--- src/rtl/serial_add_ctrl.sv ---
// Bit-serial adder controller: {cOut,z} = a + b + cIn using one full-adder cell over W cycles.
// Optional macro SERIAL_ADD_OVF_EN adds a registered signed-overflow output ovf.
module serial_add_ctrl #(
    parameter int W = 8
) (
    input  logic         clk,
    input  logic         rst_n,
    input  logic         start,
    input  logic         abort,
    input  logic [W-1:0] a,
    input  logic [W-1:0] b,
    input  logic         cIn,
    output logic         busy,
    output logic         done,
    output logic [W-1:0] z,
    output logic         cOut
`ifdef SERIAL_ADD_OVF_EN
    ,
    output logic         ovf
`endif
);

    localparam int CW = (W > 1) ? $clog2(W) : 1;
    localparam logic [CW-1:0] CNT_LAST = CW'(W - 1);

    typedef enum logic [1:0] {
        S_IDLE,
        S_RUN,
        S_DONE
    } state_t;

    state_t        state_q;
    logic [W-1:0]  a_q;
    logic [W-1:0]  b_q;
    logic [W-2:0]  r_q;
    logic [W-1:0]  z_q;
    logic          c_q;
    logic          cout_q;
    logic          busy_q;
    logic          done_q;
    logic [CW-1:0] cnt_q;
`ifdef SERIAL_ADD_OVF_EN
    logic          ovf_q;
`endif

    logic         sum_d;
    logic         carry_d;
    logic [W-1:0] r_d;

    assign sum_d   = a_q[0] ^ b_q[0] ^ c_q;
    assign carry_d = (a_q[0] & b_q[0]) | (a_q[0] & c_q) | (b_q[0] & c_q);
    // Full result word including the bit produced this cycle; the register keeps only the upper W-1 bits.
    assign r_d     = {sum_d, r_q};

    always_ff @(posedge clk or negedge rst_n) begin
        if (!rst_n) begin
            state_q <= S_IDLE;
            a_q     <= '0;
            b_q     <= '0;
            r_q     <= '0;
            z_q     <= '0;
            c_q     <= 1'b0;
            cout_q  <= 1'b0;
            busy_q  <= 1'b0;
            done_q  <= 1'b0;
            cnt_q   <= '0;
`ifdef SERIAL_ADD_OVF_EN
            ovf_q   <= 1'b0;
`endif
        end else begin
            done_q <= 1'b0;
            case (state_q)
                S_RUN: begin
                    if (abort) begin
                        state_q <= S_IDLE;
                        busy_q  <= 1'b0;
                    end else begin
                        a_q <= a_q >> 1;
                        b_q <= b_q >> 1;
                        r_q <= r_d[W-1:1];
                        c_q <= carry_d;
                        if (cnt_q == CNT_LAST) begin
                            state_q <= S_DONE;
                            busy_q  <= 1'b0;
                            done_q  <= 1'b1;
                            z_q     <= r_d;
                            cout_q  <= carry_d;
`ifdef SERIAL_ADD_OVF_EN
                            // c_q is the carry into the MSB on this final cycle
                            ovf_q   <= c_q ^ carry_d;
`endif
                        end else begin
                            cnt_q <= cnt_q + CW'(1);
                        end
                    end
                end
                default: begin
                    if (start) begin
                        state_q <= S_RUN;
                        busy_q  <= 1'b1;
                        a_q     <= a;
                        b_q     <= b;
                        c_q     <= cIn;
                        cnt_q   <= '0;
                    end else begin
                        state_q <= S_IDLE;
                    end
                end
            endcase
        end
    end

    assign busy = busy_q;
    assign done = done_q;
    assign z    = z_q;
    assign cOut = cout_q;
`ifdef SERIAL_ADD_OVF_EN
    assign ovf  = ovf_q;
`endif

endmodule
--- config.mk ---
export PLATFORM = sky130hd
export DESIGN_NAME = serial_add_ctrl
export DESIGN_NICKNAME = d
export VERILOG_FILES = /design/src/rtl/serial_add_ctrl.sv
export SDC_FILE = /design/constraint.sdc
export NUM_CORES = 1
export LEC_CHECK = 0
export CAP_MARGIN = 20
export CORE_MARGIN = 2
export CORE_UTILIZATION = 46
export CTS_CLUSTER_DIAMETER = 150
export DETAILED_ROUTE_END_ITERATION = 10
export PLACE_DENSITY = 0.77
export SYNTH_ARGS = -nofsm -noshare
export SYNTH_HDL_FRONTEND = slang
export SYNTH_SLANG_ARGS = --single-unit
export TNS_END_PERCENT = 50
--- constraint.sdc ---
create_clock -name clk -period 1.7 [get_ports clk]
set_clock_uncertainty 0.1 [all_clocks]
set_input_delay 0.17 -clock clk [delete_from_list [all_inputs] [get_ports clk]]
set_output_delay 0.17 -clock clk [all_outputs]
set_load 0.01 [all_outputs]
Yosys cells after proc, flatten, opt, wreduce, memory -nomap -nowiden:

Index checks and enable logic that the tools add are counted.

* add/sub/neg operators: 1
* equality and inequality tests: 5
* muxes and demuxes: 24
* bitwise logic cells: 8
* reduce and logical (&&, ||, !) cells: 6

Operators by type and width (count)
* $mux W8: 6
* $mux W3: 4
* $mux W1: 11
* $mux W2: 3
* $reduce_and A2 Y1: 3
* $reduce_and A3 Y1: 2
* $ne A2 B2 Y1 const B: 2
* $add A3 B1 Y3 const B: 1
* $and A1 B1 Y1: 3
* $eq A3 B3 Y1 const B: 1
* $ne A3 B3 Y1 const B: 1
* $eq A2 B1 Y1 const B: 1
* $or A1 B1 Y1: 2
* $reduce_bool A2 Y1: 1
* $xor A1 B1 Y1: 2
* $not A1 Y1: 1

* bits in registers: 40
* bits of input ports: 21
* logic and storage cells: 54

Depth between registers and ports, before layout:

* word-level depth: 5
* gate-level depth with buffers: 5
* gate-level depth less buffers: 5

Least setup slack after synthesis:

Ideal clock, no wire load.

* kind: flip-flop to flip-flop
* start point: register cnt_q[0]
* end point: register cnt_q[0]
* library setup time: 125 ps
* arrival time: 1638 ps
* setup slack: -163 ps
* stages on the path, launching flop included: 6
* clock period less this slack: 1863 ps
* path through: dfrtp_1 > ha_1 > ha_1 > nor4b_1 > a21oi_1 > mux2_2

* longest elaborated chain between the ends: 4
* elaborated cells between the ends (all ways): 7
* those cells by class: 1 x add/sub; 2 x eq/ne; 3 x mux; 1 x reduce/logical

RTL lines
* start, declared: line 41 `logic [CW-1:0] cnt_q;`
* start signal, assigned: line 93 `cnt_q <= cnt_q + CW'(1);`
* $add A3 B1 Y3: line 93
* $mux W3: line 82 `if (cnt_q == CNT_LAST) begin`
* $mux W3: line 74 `if (abort) begin`
* $mux W3: line 72 `case (state_q)`

Several ways; a longest one is shown, not always the timed one. The select of a mux whose other input is x is not followed.
A chain may end at the register's enable or synchronous reset.

Worst setup path in the final report:

* start point: register state_q[1]
* end point: register a_q[0]

* longest elaborated chain between the ends: 3
* elaborated cells between the ends (all ways): 5
* those cells by class: 2 x eq/ne; 1 x mux; 2 x reduce/logical

RTL lines
* start, declared: line 32 `state_t state_q;`
* start signal, assigned: line 57 `state_q <= S_IDLE;`
* start signal, assigned: line 75 `state_q <= S_IDLE;`
* start signal, assigned: line 83 `state_q <= S_DONE;`
* $eq A2 B1 Y1 (*): line 72
* $ne A2 B2 Y1 (no line) or $reduce_bool A2 Y1 (tied branches)
* $reduce_and A2 Y1 (no line)
* end signal, assigned: line 78 `a_q <= a_q >> 1;`
* end, declared: line 33 `logic [W-1:0] a_q;`

Mark *: on every way between the ends. The rest lies on a longest branch, timed or not.

==> impl_results.md <==
- Layout cells sized above 1: 47.8%
- Initial Util: roughly 48%
- Global-route usage over all layers: 15.9%
- Die area: 0.00433 mm2
- Data arrival, critical path: 1680 ps
- P_int: ~0.0021 W
- Fin. Hold Viols: 0
- Drt wl/cell: between 10 and 15 um
- Pwr/cell area: between 1000 and 1500 mW/mm2
- Post-DRT Antenna Nets: 0
- Clk sink count: 40
- Vias in the first global route: 1,111
- Crit-path max FO: 14
- Post-route DRC: 0
- Slowest cell on crit path: dfrtp_1
- Root buffer cell: clkbuf_8
- CTS tree: yes
- Die width: 65.8 um
- Seq/Total Area, Yosys: between 50% and 60%
- Worst-margin pin slew: 254 ps
- Crit path launch: state_q[1]$_DFFE_PN0P_
- Bufs on Longest Clock Path: 2
- Lkg Pwr: a little over 1 nW
- Num CTS Buffers: 5
- Net load switching power: 0.000778 W
- Area grow syn2layout: 32.9%
- Max Fclk: 0.625 GHz
- Reg2reg start: state_q[1]$_DFFE_PN0P_
- Outcome: finished clean
- VDD IR max: 738 uV
- Setup violators final: 0
- Fillers: 292
- Worst Hold Class: in2async
- Reg clk slew, reported paths: 70 ps
- Largest net degree at the start of global routing: 41
- Post-synth top area share: 57.0%
- Initial antenna violation count: 0
- Post-Layout Cell Count: 205
- Ant. Diodes: 0
- DR pass1 iterations: 2
- Starting DRT DRC Count: 24
- Worst EP required: 1780 ps
- Placed Cells incl. Taps: approximately 190
- Syn Nets: 135
- Synth area leader: dfrtp_1
- Synthesized area per cell: about 16 um2
- Post-Synthesis Cells: around 110
- CP Cell Sequence: nor2b_2 > buf_6 > mux2_2 > mux2_2
- Htree depth: 2
- Period Utilization, post-route: between 90% and 100%
- DP Wirelength: ~2100 um
- Die Span Y: 65.8 um
- Sw Ratio: 26.7%
- Max Slew Vio Count: 0
- Core ar.: 0.00366 mm2
- Worst skew pair latency: 290 ps
- Mapped Area: 0.00176 mm2
- TNS Setup: 0 ps
- GPL Wtd Cong: 0.683
- Critical path's largest stage delay: 420 ps
- DR vias: 1,032
- Count of cell types in the netlist: 19
- Overflow left after global routing: 0
- Syn. warnings: 0
- Max-cap violations: 0
- Category of the most critical setup path: reg2reg
- Critical Path Source Type: flop
- Drt total wl: 3050 um
- Cell mode on critical path: mux2_2
- Top Ports: 32
- Slew headroom: 83.0%
- DR vias/cell: 5.03
- Crit path time final: 1600 ps
- I/O Buffers: 31
- Critical Path End Type: flop
- Final nets: 180
- Combinational share of power: 28.7%
- Row Count: 22
- Synth area leaders: dfrtp_1 (57%), mux2_2 (30%), a22o_1 (1.5%)
- Yosys reg bits: 40
- Clock share of power: a little over a fifth
- Flop pwr share: 49.4%
- First-pass GRT wire length: 5110 um
- RSZ-0062 raised after global routing: no
routing by layer:
layer  vias to the layer above  routed length, um  GRT usage [%]
met5                         -                  0              0
met3                         5                161           4.77
met2                        25               1450           24.6
met4                         0                 48           6.25
li1                        489                  -              -
met1                       513               1380           21.1
cell usage in the layout, fill, tap and decap left out, drive strengths merged:
master	synthesis	routed
mux2	47	47
dfrtp	40	40
clkdlybuf4s50	0	30
buf	6	13
clkbuf	0	6
a22o	3	3
and2	2	2
a32o	2	2
clkinv	0	2
a21oi	2	2
ha	2	2
nor3b	1	1
nor2b	1	1
nand2b	1	1
o21ai	1	1
nor4b	1	1
inv	1	1
fa	1	1
dlygate4sd3	0	1
cell families after synthesis:
kind of cell,count (synthesis),synth area share (%)
adders and majority gates,3,2.57
buffers and inverters,7,3.49
AOI/OAI and AO/OA,8,4.13
muxes,47,30.1
and+or+nand+nor,6,2.64
DFF,40,57.0
layout make-up:
class | count | area, um2 | area share [%]
clock inverters | 2 | 10.0 | 0.429
clock buffers | 6 | 82.6 | 3.54
well taps | 48 | 60.1 | 2.57
flip-flops and latches | 40 | 1000 | 42.9
inverters | 1 | 3.75 | 0.161
repair buffers | 44 | 447 | 19.1
multi-input cells | 64 | 729 | 31.3
worst paths after layout:
check	end	slack, ps	cells past startpoint
max	a_q[0]$_DFFE_PN0P_	100	4
max in group asynchronous	state_q[1]$_DFFE_PN0P_	1040	3
min in group clk	b_q[7]$_DFFE_PN0P_	400	1
min reg2reg	b_q[7]$_DFFE_PN0P_	400	1
max reg2reg	a_q[0]$_DFFE_PN0P_	100	4
min	a_q[3]$_DFFE_PN0P_	260	3
synth_stat cells:
master,number
a32o_1,2
dfrtp_1,40
buf_8,1
a21oi_1,1
fa_1,1
inv_1,1
a22o_1,3
buf_2,1
buf_4,2
nor3b_2,1
and2_1,2
nor4b_1,1
mux2_2,47
nand2b_1,1
ha_1,2
a21oi_4,1
buf_6,2
nor2b_1,1
o21ai_0,1
repair_timing:
item | in CTS | in global routing
gates resized for setup | 2 | 4
pin swaps | 0 | 1
hold buffers | 1 | 0
setup buffers | 0 | 2
hold endpoints to repair | 40 | 0
setup endpoints to repair | 1 | 17
worst max-delay path, delay by kind of cell, from the launching register on:
family | cells | cell delay [ps]
AND/OR/NAND/NOR | 1 | 160
multiplexers | 2 | 610
flip-flops | 1 | 420
buffers and inverters | 1 | 190
sequential cells by signal, indices dropped and copies added (netlist names):
register / count
r_q: 7
z: 8
cOut: 1
a_q: 8
c_q: 1
state_q: 2
b_q: 8
done: 1
cnt_q: 3
busy: 1
power groups by stage:
stage | combinational [W] | clock [W] | sequential [W]
after detailed placement | 0.000819 | 0 | 0.00146
after CTS | 0.000829 | 0.000661 | 0.00144
after floorplan | 0.000573 | 0 | 0.00142
after global routing | 0.000925 | 0.000701 | 0.00149
after global placement | 0.000784 | 0 | 0.00144
final | 0.000836 | 0.000639 | 0.00144
metrics by stage:
| step | area, um2 | hold WS (ps) | power, W | worst slack (ps) | utilization [%] |
|---|---|---|---|---|---|
| 2_1_floorplan | 1770 | -226 | 0.00199 | 25.8 | - |
| 3_3_place_gp | 2190 | 52.8 | 0.00222 | -90.6 | 59.8 |
| 3_5_place_dp | 2190 | 54.1 | 0.00228 | -157 | 59.8 |
| 4_1_cts | 2300 | 274 | 0.00293 | 33.8 | 62.8 |
| 5_1_grt | 2330 | 288 | 0.00312 | 10.6 | 63.7 |
| 6_report | 2330 | 264 | 0.00292 | 99.9 | 63.7 |
Note: power is estimated with default switching activity, not from simulation.
